==> src/rtl/ifetch_pkg.sv <==
// ifetch_pkg: shared encodings for the instruction fetch stage.
//   - bus widths and the bubble instruction
//   - pipeline hold level at which IF must stop delivering
//   - fetch FSM state encoding (2 bits)
package ifetch_pkg;

  localparam int InstAddrW     = 32;
  localparam int InstW         = 32;
  localparam int HoldW         = 3;
  localparam int InstByteWidth = 4;

  // addi x0,x0,0
  localparam logic [InstW-1:0] InstNop = 32'h0000_0013;

  // Hold levels at or above this value freeze the IF/ID boundary.
  localparam logic [HoldW-1:0] HoldIf = 3'b010;

  localparam logic JumpEnable = 1'b1;

  typedef enum logic [1:0] {
    IfStateIdle = 2'd0,
    IfStateReq  = 2'd1,
    IfStateWait = 2'd2,
    IfStateFull = 2'd3
  } if_state_e;

  function automatic logic hold_blocks_if(input logic [HoldW-1:0] hold);
    return hold >= HoldIf;
  endfunction

endpackage

==> src/rtl/ifetch_skid.sv <==
// ifetch_skid: one-entry instruction/address buffer with a full flag.
// Catches a bus response that arrives while decode is holding IF.
// Ports:
//   clk, rst       clock, async active-high reset
//   i_clr          drop the entry (jump flush); wins over push/pop
//   i_push         capture i_inst/i_addr
//   i_pop          release the entry
//   o_full         entry is occupied
//   o_inst/o_addr  buffered instruction and its address
module ifetch_skid #(
  parameter int ADDR_W = 32,
  parameter int INST_W = 32
) (
  input  logic              clk,
  input  logic              rst,
  input  logic              i_clr,
  input  logic              i_push,
  input  logic              i_pop,
  input  logic [INST_W-1:0] i_inst,
  input  logic [ADDR_W-1:0] i_addr,
  output logic              o_full,
  output logic [INST_W-1:0] o_inst,
  output logic [ADDR_W-1:0] o_addr
);

  logic              r_full;
  logic [INST_W-1:0] r_inst;
  logic [ADDR_W-1:0] r_addr;

  always_ff @(posedge clk or posedge rst) begin
    if (rst) begin
      r_full <= 1'b0;
      r_inst <= '0;
      r_addr <= '0;
    end else if (i_clr) begin
      r_full <= 1'b0;
    end else if (i_push) begin
      r_full <= 1'b1;
      r_inst <= i_inst;
      r_addr <= i_addr;
    end else if (i_pop) begin
      r_full <= 1'b0;
    end
  end

  assign o_full = r_full;
  assign o_inst = r_inst;
  assign o_addr = r_addr;

endmodule

==> src/rtl/ifetch.sv <==
// ifetch: instruction fetch stage with single-outstanding bus reads.
// Seeds its fetch address from pc_in after reset, steps by 4 per accepted
// instruction, redirects on jumps and feeds the IF/ID boundary.
// Ports:
//   clk, rst                         clock, async active-high reset
//   pc_in                            start PC, sampled when leaving idle
//   jump_flag_in, jump_addr_in       redirect/flush request and target
//   hold_flag_in                     pipeline hold level
//   ibus_req_o, ibus_addr_o          read request and its address
//   ibus_gnt_i                       request accepted this cycle
//   ibus_rvalid_i, ibus_rdata_i      read response
//   inst_o, inst_addr_o, inst_valid_o  registered IF/ID outputs
//   fetch_stall_o                    high whenever no instruction is delivered
module ifetch
  import ifetch_pkg::*;
#(
  parameter int                ADDR_W   = InstAddrW,
  parameter int                INST_W   = InstW,
  parameter logic [INST_W-1:0] NOP_INST = INST_W'(InstNop)
) (
  input  logic              clk,
  input  logic              rst,
  input  logic [ADDR_W-1:0] pc_in,
  input  logic              jump_flag_in,
  input  logic [ADDR_W-1:0] jump_addr_in,
  input  logic [HoldW-1:0]  hold_flag_in,
  output logic              ibus_req_o,
  output logic [ADDR_W-1:0] ibus_addr_o,
  input  logic              ibus_gnt_i,
  input  logic              ibus_rvalid_i,
  input  logic [INST_W-1:0] ibus_rdata_i,
  output logic [INST_W-1:0] inst_o,
  output logic [ADDR_W-1:0] inst_addr_o,
  output logic              inst_valid_o,
  output logic              fetch_stall_o
);

  if_state_e         r_state, w_state_nxt;
  logic [ADDR_W-1:0] r_req_addr, w_req_addr_nxt;
  logic [ADDR_W-1:0] r_bus_addr;
  logic              r_discard, w_discard_nxt;
  logic [INST_W-1:0] r_inst;
  logic [ADDR_W-1:0] r_inst_addr;
  logic              r_inst_valid;

  logic              w_jump;
  logic              w_hold_ok;
  logic              w_resp;
  logic              w_take;
  logic              w_bus_deliver;
  logic              w_skid_push;
  logic              w_skid_pop;
  logic              w_skid_full;
  logic [INST_W-1:0] w_skid_inst;
  logic [ADDR_W-1:0] w_skid_addr;
  logic [ADDR_W-1:0] w_req_addr_inc;
  logic              w_new_req;

  assign w_jump         = (jump_flag_in == JumpEnable);
  assign w_hold_ok      = !hold_blocks_if(hold_flag_in);
  assign w_resp         = (r_state == IfStateWait) && ibus_rvalid_i;
  // A response that is neither flagged for discard nor killed by a jump.
  assign w_take         = w_resp && !r_discard && !w_jump;
  assign w_bus_deliver  = w_take && w_hold_ok;
  assign w_skid_push    = w_take && !w_hold_ok;
  assign w_skid_pop     = (r_state == IfStateFull) && w_hold_ok && !w_jump;
  assign w_req_addr_inc = r_req_addr + ADDR_W'(InstByteWidth);

  ifetch_skid #(
    .ADDR_W (ADDR_W),
    .INST_W (INST_W)
  ) u_skid (
    .clk    (clk),
    .rst    (rst),
    .i_clr  (w_jump),
    .i_push (w_skid_push),
    .i_pop  (w_skid_pop),
    .i_inst (ibus_rdata_i),
    .i_addr (r_req_addr),
    .o_full (w_skid_full),
    .o_inst (w_skid_inst),
    .o_addr (w_skid_addr)
  );

  // Next-state / fetch-address / discard logic.
  always_comb begin
    w_state_nxt    = r_state;
    w_req_addr_nxt = r_req_addr;
    w_discard_nxt  = r_discard;
    if (w_jump) begin
      w_req_addr_nxt = jump_addr_in;
      unique case (r_state)
        IfStateIdle: w_state_nxt = IfStateReq;
        IfStateReq: begin
          // Granted or not, the request on the bus belongs to the old
          // stream; its response must be thrown away.
          w_discard_nxt = 1'b1;
          w_state_nxt   = ibus_gnt_i ? IfStateWait : IfStateReq;
        end
        IfStateWait: begin
          if (ibus_rvalid_i) begin
            w_discard_nxt = 1'b0;
            w_state_nxt   = IfStateReq;
          end else begin
            w_discard_nxt = 1'b1;
            w_state_nxt   = IfStateWait;
          end
        end
        IfStateFull: w_state_nxt = IfStateReq;
        default:     w_state_nxt = IfStateIdle;
      endcase
    end else begin
      unique case (r_state)
        IfStateIdle: begin
          w_req_addr_nxt = pc_in;
          w_state_nxt    = IfStateReq;
        end
        IfStateReq: begin
          if (ibus_gnt_i) w_state_nxt = IfStateWait;
        end
        IfStateWait: begin
          if (ibus_rvalid_i) begin
            if (r_discard) begin
              w_discard_nxt = 1'b0;
              w_state_nxt   = IfStateReq;
            end else begin
              w_req_addr_nxt = w_req_addr_inc;
              w_state_nxt    = w_hold_ok ? IfStateReq : IfStateFull;
            end
          end
        end
        IfStateFull: begin
          if (w_hold_ok) w_state_nxt = IfStateReq;
        end
        default: w_state_nxt = IfStateIdle;
      endcase
    end
  end

  // The bus address is captured only when a fresh request starts, so a jump
  // that lands while a request waits for gnt leaves that address stable.
  assign w_new_req = (w_state_nxt == IfStateReq) && (r_state != IfStateReq);

  always_ff @(posedge clk or posedge rst) begin
    if (rst) begin
      r_state    <= IfStateIdle;
      r_req_addr <= '0;
      r_bus_addr <= '0;
      r_discard  <= 1'b0;
    end else begin
      r_state    <= w_state_nxt;
      r_req_addr <= w_req_addr_nxt;
      r_discard  <= w_discard_nxt;
      if (w_new_req) r_bus_addr <= w_req_addr_nxt;
    end
  end

  // IF/ID output register: jump flush, then delivery, then bubble unless held.
  always_ff @(posedge clk or posedge rst) begin
    if (rst) begin
      r_inst       <= NOP_INST;
      r_inst_addr  <= '0;
      r_inst_valid <= 1'b0;
    end else if (w_jump) begin
      r_inst       <= NOP_INST;
      r_inst_valid <= 1'b0;
    end else if (w_bus_deliver) begin
      r_inst       <= ibus_rdata_i;
      r_inst_addr  <= r_req_addr;
      r_inst_valid <= 1'b1;
    end else if (w_skid_pop && w_skid_full) begin
      r_inst       <= w_skid_inst;
      r_inst_addr  <= w_skid_addr;
      r_inst_valid <= 1'b1;
    end else if (w_hold_ok) begin
      r_inst       <= NOP_INST;
      r_inst_valid <= 1'b0;
    end
  end

  assign ibus_req_o    = (r_state == IfStateReq);
  assign ibus_addr_o   = r_bus_addr;
  assign inst_o        = r_inst;
  assign inst_addr_o   = r_inst_addr;
  assign inst_valid_o  = r_inst_valid;
  assign fetch_stall_o = !(w_bus_deliver || w_skid_pop);

endmodule
==> config.mk <==
export PLATFORM = sky130hd
export DESIGN_NAME = ifetch
export DESIGN_NICKNAME = d
export VERILOG_FILES = /design/src/rtl/ifetch_pkg.sv /design/src/rtl/ifetch_skid.sv /design/src/rtl/ifetch.sv
export SDC_FILE = /design/constraint.sdc
export NUM_CORES = 1
export LEC_CHECK = 0
export BUFFER_PORTS_ARGS = -buffer_cell sky130_fd_sc_hd__buf_2
export CAP_MARGIN = 0
export CORE_MARGIN = 2
export CORE_UTILIZATION = 30
export CTS_CLUSTER_SIZE = 40
export DETAILED_ROUTE_END_ITERATION = 16
export HOLD_SLACK_MARGIN = 0.05
export PLACE_DENSITY_LB_ADDON = 0.3
export SETUP_SLACK_MARGIN = 0.4
export SYNTH_ARGS = -nofsm -noshare
export SYNTH_HDL_FRONTEND = slang
export SYNTH_HIERARCHICAL = 1
export SYNTH_SLANG_ARGS = --single-unit
==> constraint.sdc <==
create_clock -name clk -period 3.9 [get_ports clk]
set_input_delay 0.585 -clock clk [delete_from_list [all_inputs] [get_ports clk]]
set_output_delay 0.585 -clock clk [all_outputs]
set_load 0.005 [all_outputs]
==> Yosys cells after proc, flatten, opt, wreduce, memory -nomap -nowiden <==
Index checks and enable logic that the tools add are counted.
{ "op_classes": {"addsub": 1, "order_cmp": 1, "n_eq_ne": 6, "muxes": 32, "bitwise": 1, "reduce_logical": 24} }
{ "ops": {"columns": ["operator", "count"], "rows": [
  ["two-way mux 32 bit", 9],
  ["case mux 32 bit (2 select lines)", 1],
  ["adder 32 x 3 -> 32 bit, second input constant", 1],
  ["two-way mux 2 bit", 8],
  ["two-way mux 1 bit", 11],
  ["logical AND 1 bit", 9],
  ["case mux 2 bit (4 select lines)", 1],
  ["nonzero test 2 bit", 4],
  ["case mux 2 bit (3 select lines)", 1],
  ["== test 2 x 1 -> 1 bit, second input constant", 2],
  ["== test 2 bit, second input constant", 2],
  ["zero test 1 bit", 4],
  ["inequality test 4 x 3 -> 1 bit, second input constant", 1],
  ["AND reduction 2 bit", 2],
  [">= comparator 3 x 2 -> 1 bit, second input constant", 1],
  ["AND reduction 3 bit", 1],
  ["nonzero test 3 bit", 1],
  ["zero test 2 bit", 1],
  ["inequality test 2 x 1 -> 1 bit, second input constant", 1],
  ["case mux 1 bit (2 select lines)", 1],
  ["OR reduction 2 bit", 1],
  ["logical OR 1 bit", 1],
  ["inverter 1 bit", 1]
]} }
{ "totals": {"ff_bits": 197, "input_bits": 104, "out_inout_bits": 99} }

==> Logic depth before layout (Yosys ltp) <==
Gate-level depths: netlist (run 1).
{ "depth": {"word_depth": 8, "mapped_depth": 11} }

==> Cells and area by module <==
Netlist (run 1), hierarchy kept.
{ "modules_own_cells": {"columns": ["module", "n_inst", "cells_each", "area_each_um2"], "rows": [
  ["ifetch", 1, 732, 7174.4],
  ["ifetch_skid", 1, 141, 2745.1]
]} }

==> Least setup slack after synthesis (run 1) <==
OpenSTA, ideal clock, no wires.
{ "synth_path": {"kind": "input port to flip-flop", "startpoint": "input jump_flag_in", "endpoint": "register u_skid.r_addr[0] (netlist: u_skid/o_addr[0])", "t_arrival_ps": 2694, "t_required_ps": 3775, "setup_slack_ps": 1081, "stages": 11, "n_path_buf": 6, "path_cell_list": "clkbuf_1 clkbuf_1 inv_1 clkbuf_1 clkbuf_1 o21ai_0 nor2_1 nor2b_4 buf_12 buf_12 mux2_4"} }
{ "synth_via": {"elab_chain_cells": 4, "elab_cells_between_ends": 5, "cone_classes": "1 x bitwise; 4 x reduce/logical"} }
{ "synth_rtl": {"columns": ["element", "line_no", "text"], "rows": [
  ["from (decl)", "ifetch.sv:24", "input logic jump_flag_in,"],
  ["zero test 1 bit", "ifetch.sv:63", "assign w_take = w_resp && !r_discard && !w_jump;"],
  ["logical AND 1 bit", "ifetch.sv:63", null],
  ["logical AND 1 bit", "ifetch.sv:65", "assign w_skid_push = w_take && !w_hold_ok;"],
  ["named net w_skid_push", "ifetch.sv:51", "logic w_skid_push;"],
  ["AND reduction 2 bit (no line)", null, null],
  ["to (signal assigned)", "ifetch_skid.sv:40", "r_addr <= i_addr;"],
  ["to (decl)", "ifetch_skid.sv:28", "logic [ADDR_W-1:0] r_addr;"]
]} }
The timed path passes the listed nets, and every way through them passes these cells.
A chain may end at the register's enable or synchronous reset.

==> Final worst setup path (run 1) <==
{ "layout_path": {"startpoint": "register r_state[0]", "endpoint": "output fetch_stall_o"} }
{ "layout_via": {"elab_chain_cells": 7, "elab_cells_between_ends": 10, "cone_classes": "2 x eq/ne; 8 x reduce/logical"} }
{ "layout_rtl": {"columns": ["element", "line_no", "text"], "rows": [
  ["from (decl)", "ifetch.sv:38", "if_state_e r_state, w_state_nxt;"],
  ["from (signal assigned)", "ifetch.sv:146", "r_state <= IfStateIdle;"],
  ["from (signal assigned)", "ifetch.sv:151", "r_state <= w_state_nxt;"],
  ["== test 2 bit", "ifetch.sv:61", "assign w_resp = (r_state == IfStateWait) && ibus_rvalid_i;"],
  ["logical AND 1 bit", "ifetch.sv:61", null],
  ["logical AND 1 bit (2 in series)", "ifetch.sv:63", null],
  ["logical AND 1 bit", "ifetch.sv:64", "assign w_bus_deliver = w_take && w_hold_ok;"],
  ["logical OR 1 bit (*)", "ifetch.sv:186", "assign fetch_stall_o = !(w_bus_deliver || w_skid_pop);"],
  ["zero test 1 bit (*)", "ifetch.sv:186", null],
  ["to (decl)", "ifetch.sv:35", "output logic fetch_stall_o"]
]} }
Mark *: on every way between the ends. The rest lies on a longest branch, timed or not.

==> results.cfg, run 1 <==
[cells_and_area]
finalNonFillerCells = 1510
layout-drive-gt1-share_pct = 34.3
nNetsFinal = 1162
areaGrowthSynthToFinish_pct = 20.9
fill_cells = 3308

[clocking]
clk_pin_slew_ps = 80
hold_buffers = 0
cts_max_level = 4
clk_path_buf_depth = 2
cts_tree = done
post_cts_buffers = 0
numCtsBuffers = 17
cts_resized = 0
clock-sinks = 197
cts-root-buf = clkbuf_16
clock_latency_ps = 450

[synthesis]
synth_top_area_share_pct = 48.9
yosysWarnings = 6
async_flop_share_pct = 100
ys_top_cells_by_count = 194 x dfrtp_1, 92 x nand2_1, 78 x o21ai_0
synth_top_area_cell = dfrtp_1
synth-edff-count = 0
syn_nets = 984
yosysSeqAreaShare_pct = 49.7
synth_area_per_cell_um2 = 11.4
syn_area_um2 = 9920
ys_seq_elements = 197
yosysMostFrequentCell = dfrtp_1
ys_types = 71
netlist_instances = 873
synthTopCellsByArea = dfrtp_1 49%, mux2_4 9.1%, mux2i_1 6.4%, o21ai_0 3.9%, mux2_2 3.5%
synth_ff_type = dfrtp_1

[global_routing]
grt_antenna_before_repair = 4
grt_pass1_vias = 7762
grt_usage_pct = 17.6
grt_first_pass_wirelength_um = 45900
grt_max_degree = 68
overflow = 0

[detailed_routing]
drt-pass1-iter-count = 5
ant_nets = 0
vias = 7706
drc = 0
wl_um = 30000
viasPerCell = 5.10
initialDrtViolationCount = 490
wl_per_cell_um = 19.8

[sta]
fin_ws_ps = 574
tightest_slew_ps = 1030
setup_tns_ps = 0
relSlewSlack_pct = 31.6
rsz0062_at_grt = false
finalCriticalPeriod_ps = 3330
post-route-period-util_pct = 85.3
timing.fmax_mhz = 301
setup_viol = 0
maxSlewViolCount = 0
clock_skew_ps = 21.9
hold_viol_final = 0

[status]
status = finished, final reports clean

[critical_path]
timing.rr.start = r_state[0]$_DFF_PP0_
critPathKind = flop to output port
cp_cell_sequence = inv_1 -> ha_2 -> nand3b_1 -> buf_4 -> nor4_2 -> nor2_1 -> buf_2
cp.arrival_ps = 2740
cp_slowest_stage_delay_ps = 430
cp-end-kind = output port
cp_top_family = simple AND/OR/NAND/NOR gates
required_ps = 3310
slowest_stage = dfrtp_1
cp_max_fo = 31
startpoint = r_state[0]$_DFF_PP0_
start_kind = flop
cp_num_buf_inv = 3

[floorplan]
rows = 66
design.die.area_um2 = 34500
dieHeight_um = 186
core_um2 = 32500
ioPinCount = 203
initial_utilization_pct = 30.5
dieWidth_um = 186

[pwr]
powerDensity_nw_per_um2 = 602
vdd_ir_drop_max_mv = 0.297
p_leak_nw = 5.84

[placement]
portBuffers = 201
gp_congestion = 0.816
place_ws_ps = 936
dp_hpwl_um = 20300
place_inst = 1474

[min_path]
hp-class = input pin to asynchronous set/reset pin

[job]
maxCapViolations = 0
## placed cells by master (no fill, tap or decap), drive strengths merged, types with 5 or more instances in the layout
cell type and instances:
dfrtp 194, nor3b 20, nor4 15, and3 6, a21oi 26, nor2 19, a211o 5, ha 7
o2bb2ai 6, or4 5, nand4 13, and2 6, nand3 14, mux2i 63, o21ai 79, o22ai 7
nand4b 5, nor3 8, nand2 92, clkbuf 17, o31ai 8, a21o 5, a31oi 7, and4 8
inv 21, buf 223, mux2 94, a211oi 13, nand2b 7
## layout make-up
type / instances / area [um^2] / share of cell area (%)
diodes: 4 / 10.0 / 0.0835
clock buffers: 17 / 425 / 3.55
clock inverters: 15 / 218 / 1.82
inverters: 17 / 68.8 / 0.574
multi-input cells: 595 / 4560 / 38.0
flip-flops and latches: 197 / 4930 / 41.1
well taps: 442 / 553 / 4.61
repair buffers: 223 / 1220 / 10.2
## routing by layer
metal  global-route usage, %  part of all wire [%]  vias up
li1                        -                     -     3578
met1                    24.2                    47     3889
met2                    28.2                    46      212
met3                    3.66                   5.7       27
met4                    4.79                   1.5        0
met5                       0                     0        -
## metrics by stage
step	instance area, um^2	hold slack [ps]	power (mW)	util [%]
floorplan	9920	472	4.46	-
global route	12000	358	7.67	36.8
CTS	12000	359	7.29	36.8
global placement	11300	458	5.24	34.8
detailed placement	11300	466	5.29	34.8
finish	12000	341	7.22	36.9
## report_power, final
part	switching [mW]	internal, mW
registers	0.505	2.52
clock network	0.880	1.09
logic	1.12	1.10
## kinds of logic (layout without fill, tap and decap cells)
logic type	count (synthesis)	after routing	share of synthesized area, %
compound gates	195	195	12.6
xor+xnor	4	4	0.353
fa+ha+maj	7	7	0.883
buf+inv	81	272	4.50
flops	197	197	49.7
mux	157	157	19.3
other cells	0	4	0
simple gates	232	232	12.6
## sequential cells by signal, indices dropped and copies added, names as in the netlist
signal and flops:
u_skid/o_addr 32, u_skid/o_inst 32, r_req_addr 32, inst_valid_o 1
inst_addr_o 32, r_discard 1, u_skid/o_full 1, inst_o 32
r_state 2, ibus_addr_o 32
## worst paths after layout
check / endpoint / slack [ps] / depth (start not counted)
worst max-delay path: fetch_stall_o / 570 / 7
worst min-delay path: inst_addr_o[28]$_DFFE_PP0P_ / 340 / 2
worst max register to register: ibus_addr_o[12]$_DFFE_PP0P_ / 960 / 8
worst min register to register: inst_o[9]$_DFFE_PP0P_ / 480 / 2
max in group asynchronous: u_skid/o_addr[12]$_DFFE_PP0P_ / 2680 / 3
min in group clk: r_req_addr[6]$_DFF_PP0_ / 370 / 2
## worst reg2reg max path, cell delays in order, from the launching register on
cell,delay (ps)
dfrtp_1,430
inv_1,130
ha_2,370
nand3b_1,340
a21o_1,270
a311o_1,340
nand2b_2,290
buf_4,300
mux2_2,360
Note: power is estimated with default switching activity, not from simulation.
==> inputs of run 2 (changes only) <==
--- a/config.mk
+++ b/config.mk
@@ -8,7 +8,7 @@
 export BUFFER_PORTS_ARGS = -buffer_cell sky130_fd_sc_hd__buf_2
 export CAP_MARGIN = 0
 export CORE_MARGIN = 2
-export CORE_UTILIZATION = 30
+export CORE_UTILIZATION = 42
 export CTS_CLUSTER_SIZE = 40
 export DETAILED_ROUTE_END_ITERATION = 16
 export HOLD_SLACK_MARGIN = 0.05
==> results.cfg, run 2 (synthesized netlist as in run 1, its figures left out) <==
[status]
status = finished, final reports clean

[critical_path]
r2r_cells = 7
timing.rr.start = r_state[0]$_DFF_PP0_
cp.arrival_ps = 2700
r2r_slack_ps = 670
r2r_end = ibus_addr_o[19]$_DFFE_PP0P_
start_kind = flop
endpoint = fetch_stall_o
cp-end-kind = output port
startpoint = r_state[0]$_DFF_PP0_
critPathKind = flop to output port
cp_max_fo = 31
required_ps = 3310

[min_path]
hp-class = input pin to flop

[detailed_routing]
drc = 0
top_layer_used = met5
ant_nets = 0
wl_met2_um = 12600
met3_length_um = 1650
viasPerCell = 5.53
wl_um = 27200
initialDrtViolationCount = 577
wl_per_cell_um = 19.7
drt-pass1-iter-count = 5
wl_met1_um = 12600
vias = 7644

[clocking]
clk_path_buf_depth = 2
cts-root-buf = clkbuf_16
clock-sinks = 197
cts_max_level = 4
hold_buffers = 0
clk_pin_slew_ps = 70
cts_tree = done
clock_latency_ps = 430
post_cts_buffers = 0
numCtsBuffers = 17
cts_resized = 0

[placement]
place_inst = 1349
gp_congestion = 0.811
portBuffers = 201
placed_area_um2 = 11200
dp_hpwl_um = 18200

[sta]
relSlewSlack_pct = 30.9
hold_ws_ps = 387
maxSlewViolCount = 0
clock_skew_ps = 14.0
timing.fmax_mhz = 304
setup_tns_ps = 0
finalCriticalPeriod_ps = 3280
rsz0062_at_grt = false
hold_viol_final = 0
tightest_slew_ps = 1030
setup_viol = 0
post-route-period-util_pct = 84.2

[job]
maxCapViolations = 0

[cells_and_area]
layout-drive-gt1-share_pct = 34.1
nNetsFinal = 1160
final_cell_mix = 201 x buf_2, 194 x dfrtp_1, 92 x nand2_1
fin_util_pct = 50.2
design_area_um2 = 11700
mostFrequentLayoutCell = buf_2
areaGrowthSynthToFinish_pct = 18.2
finalNonFillerCells = 1382

[global_routing]
grt_first_pass_wirelength_um = 42300
grt_usage_pct = 22.1
grt_max_degree = 45
grt_pass1_vias = 7645
grt_antenna_before_repair = 3
overflow = 0

[pwr]
p_comb_share_pct = 31.4
seq_power_share_pct = 43.9
sw_frac_of_total_pct = 35.4
p_int_mw = 4.45
clkPwrFrac_pct = 24.7
p_switching_mw = 2.44
powerDensity_nw_per_um2 = 588
p_leak_nw = 5.78
vdd_ir_drop_max_mv = 0.289

[floorplan]
dieHeight_um = 158
rows = 56
design.die.area_um2 = 24900
initial_utilization_pct = 42.5
core_um2 = 23300
ioPinCount = 203
dieWidth_um = 158
run 2: cell count changes in the layout (fill, tap and decap cells not counted), sizes merged:
cell      previous run  this run
clkinvlp             3         5
clkinv               4         6
buf                223       221
clkbuf              17        19
diode                4         1
inv                 21        19
bufinv               4         0
run 2: per-layer routing:
layer | GRT usage [%] | vias to the layer above
met5 | 0 | -
met4 | 5.02 | 4
met3 | 4.41 | 33
met2 | 35.8 | 255
met1 | 30.5 | 3793
li1 | - | 3559
run 2: how the worst min path moves through the flow:
stage	start	depth (start not counted)	end	slack [ps]
after detailed placement	inst_o[19]$_DFFE_PP0P_	2	inst_o[19]$_DFFE_PP0P_	470
after floorplan	r_req_addr[0]$_DFF_PP0_	2	inst_addr_o[0]$_DFFE_PP0P_	470
after global placement	inst_o[16]$_DFFE_PP0P_	2	inst_o[16]$_DFFE_PP0P_	460
after global routing	jump_addr_in[13]	3	r_req_addr[13]$_DFF_PP0_	380
final	jump_addr_in[13]	3	r_req_addr[13]$_DFF_PP0_	390
after CTS	jump_addr_in[13]	3	r_req_addr[13]$_DFF_PP0_	370
run 2: power groups by stage:
| stage | clock (mW) | combinational [mW] | sequential (mW) |
|---|---|---|---|
| 5_1_grt | 1.84 | 2.41 | 3.10 |
| 4_1_cts | 1.76 | 2.18 | 3.01 |
| 3_3_place_gp | 0 | 2.12 | 3.04 |
| 2_1_floorplan | 0 | 1.57 | 2.88 |
| 6_report | 1.71 | 2.16 | 3.02 |
| 3_5_place_dp | 0 | 2.17 | 3.05 |
run 2: final cells by class:
| class | count | area, um^2 |
|---|---|---|
| Clock buffer | 19 | 443 |
| Clock inverter | 13 | 121 |
| Tap cell | 319 | 399 |
| Inverter | 17 | 67.6 |
| Sequential cell | 197 | 4930 |
| Multi-Input combinational cell | 595 | 4560 |
| Timing Repair Buffer | 221 | 1190 |
| Fill cell | 2167 | 11600 |
| Antenna cell | 1 | 2.50 |
run 2: metrics by stage:
step           power (mW)  setup slack, ps
6_report             6.89              616
5_1_grt              7.34              421
4_1_cts              6.95              598
3_5_place_dp         5.22              643
3_3_place_gp         5.16              735
2_1_floorplan        4.46             1080
run 2: critical path, stage by stage (launching register included):
cell	delay, ps
dfrtp_1	430
inv_1	140
ha_2	480
nand3b_1	370
nor4_2	250
buf_4	360
nor2_1	100
buf_2	150
==> inputs of run 3 (changes only) <==
==> constraint.sdc (replaced) <==
create_clock -name clk -period 3.4 [get_ports clk]
set_input_delay 0.51 -clock clk [delete_from_list [all_inputs] [get_ports clk]]
set_output_delay 0.51 -clock clk [all_outputs]
set_load 0.005 [all_outputs]
==> results.cfg, run 3 (synthesized netlist as in run 1, its figures left out) <==
[detailed_routing]
ant_nets = 0
wl_um = 27200
viasPerCell = 5.58
drt-pass1-iter-count = 5
wl_per_cell_um = 19.5
drc = 0
vias = 7751
initialDrtViolationCount = 615

[sta]
maxSlewViolCount = 0
rsz0062_at_grt = false
finalCriticalPeriod_ps = 2830
setup_tns_ps = 0
setup_viol = 0
hold_ws_ps = 219
tightest_slew_ps = 738
post-route-period-util_pct = 83.2
clock_skew_ps = 14.7
hold_viol_final = 0
relSlewSlack_pct = 50.7
timing.fmax_mhz = 354

[global_routing]
grt_max_degree = 92
overflow = 0
grt_first_pass_wirelength_um = 42400
grt_pass1_vias = 7740
grt_usage_pct = 22.1
grt_antenna_before_repair = 3

[status]
status = finished, final reports clean

[clocking]
clk_path_buf_depth = 2
cts-root-buf = clkbuf_16
numCtsBuffers = 17
clock-sinks = 197
cts_max_level = 4
hold_buffers = 0
clk_pin_slew_ps = 80
cts_tree = done
clock_latency_ps = 440

[pwr]
p_leak_nw = 5.87
total_power_mw = 8.08
powerDensity_nw_per_um2 = 681
vdd_ir_drop_max_mv = 0.364

[cells_and_area]
nNetsFinal = 1168
fill_cells = 2117
layout-drive-gt1-share_pct = 34.7
areaGrowthSynthToFinish_pct = 19.6
final_cell_mix = 201 x buf_2, 194 x dfrtp_1, 92 x nand2_1
mostFrequentLayoutCell = buf_2

[floorplan]
rows = 56
dieHeight_um = 158
design.die.area_um2 = 24900
dieWidth_um = 158
ioPinCount = 203
core_um2 = 23300
initial_utilization_pct = 42.5

[min_path]
hp-class = input pin to asynchronous set/reset pin

[critical_path]
slowest_stage = dfrtp_1
start_kind = flop
cp_slowest_stage_delay_ps = 430
cp_cell_sequence = inv_1 -> ha_4 -> nand3b_1 -> buf_8 -> nor4_4 -> nor2_1 -> buf_2
critPathKind = flop to output port
required_ps = 2890
cp_max_fo = 31
cp.arrival_ps = 2320
cp-end-kind = output port

[job]
maxCapViolations = 0

[placement]
portBuffers = 201
gp_congestion = 0.828
dp_hpwl_um = 18400
==> run 3: cell types whose count changed in the layout (fill, tap and decap cells not counted), sizes merged <==
cell / before / now
clkbuf: 19 / 18
clkinvlp: 5 / 1
clkinv: 6 / 4
bufinv: 0 / 1
inv: 19 / 25
buf: 221 / 229
==> run 3: repair_timing <==
item	CTS	global route
endpoints found under the setup margin	1	18
setup buffers	0	1
gates resized for setup	2	3
==> run 3: metrics by stage <==
| step | worst slack [ps] | cell area [um^2] | instances | utilization (%) |
|---|---|---|---|---|
| floorplan | 656 | 9920 | 873 | - |
| global placement | 487 | 11200 | 1356 | 48.1 |
| CTS | 427 | 11800 | 1388 | 50.8 |
| global route | 400 | 11900 | 1389 | 50.9 |
| finish | 573 | 11900 | 1390 | 50.9 |
| detailed placement | 445 | 11200 | 1356 | 48.1 |
==> run 3: path summary, 6_finish.rpt <==
check,cells after the start,endpoint,start,slack [ps]
setup / recovery,7,fetch_stall_o,r_state[0]$_DFF_PP0_,570
hold / removal,3,ibus_addr_o[27]$_DFFE_PP0P_,rst,220
setup reg to reg,8,ibus_addr_o[25]$_DFFE_PP0P_,r_state[0]$_DFF_PP0_,630
hold reg to reg,2,inst_o[21]$_DFFE_PP0P_,inst_o[21]$_DFFE_PP0P_,470
max in group asynchronous,3,u_skid/o_addr[3]$_DFFE_PP0P_,rst,2480
min in group clk,3,r_req_addr[8]$_DFF_PP0_,jump_addr_in[8],320
==> run 3: critical path, delay by kind of cell (launching register included) <==
family / cells / cell delay [ps]
fa+ha+maj: 1 / 260
buf+inv: 3 / 600
flops: 1 / 430
simple gates: 3 / 570
==> run 3: layout make-up <==
type / count / area [um^2] / share of cell area [%]
multi-input cells: 595 / 4580 / 38.6
clock buffers: 18 / 439 / 3.70
flip-flops and latches: 197 / 4930 / 41.6
clock inverters: 14 / 160 / 1.35
well taps: 319 / 399 / 3.36
inverters: 17 / 67.6 / 0.569
repair buffers: 229 / 1290 / 10.8
diodes: 1 / 2.50 / 0.0211
==> run 3: layer usage <==
metal	global-route usage (%)	routed length (um)	up-vias
met5	0	27	-
met4	6.36	396	4
met3	4.76	1850	39
met2	35.1	12500	291
met1	30.4	12400	3832
li1	-	-	3585
==> run 3: power by group <==
part | switching (mW) | internal (mW) | total [mW]
Sequential | 0.582 | 2.89 | 3.48
Combinational | 1.25 | 1.27 | 2.53
Clock | 1.00 | 1.07 | 2.08
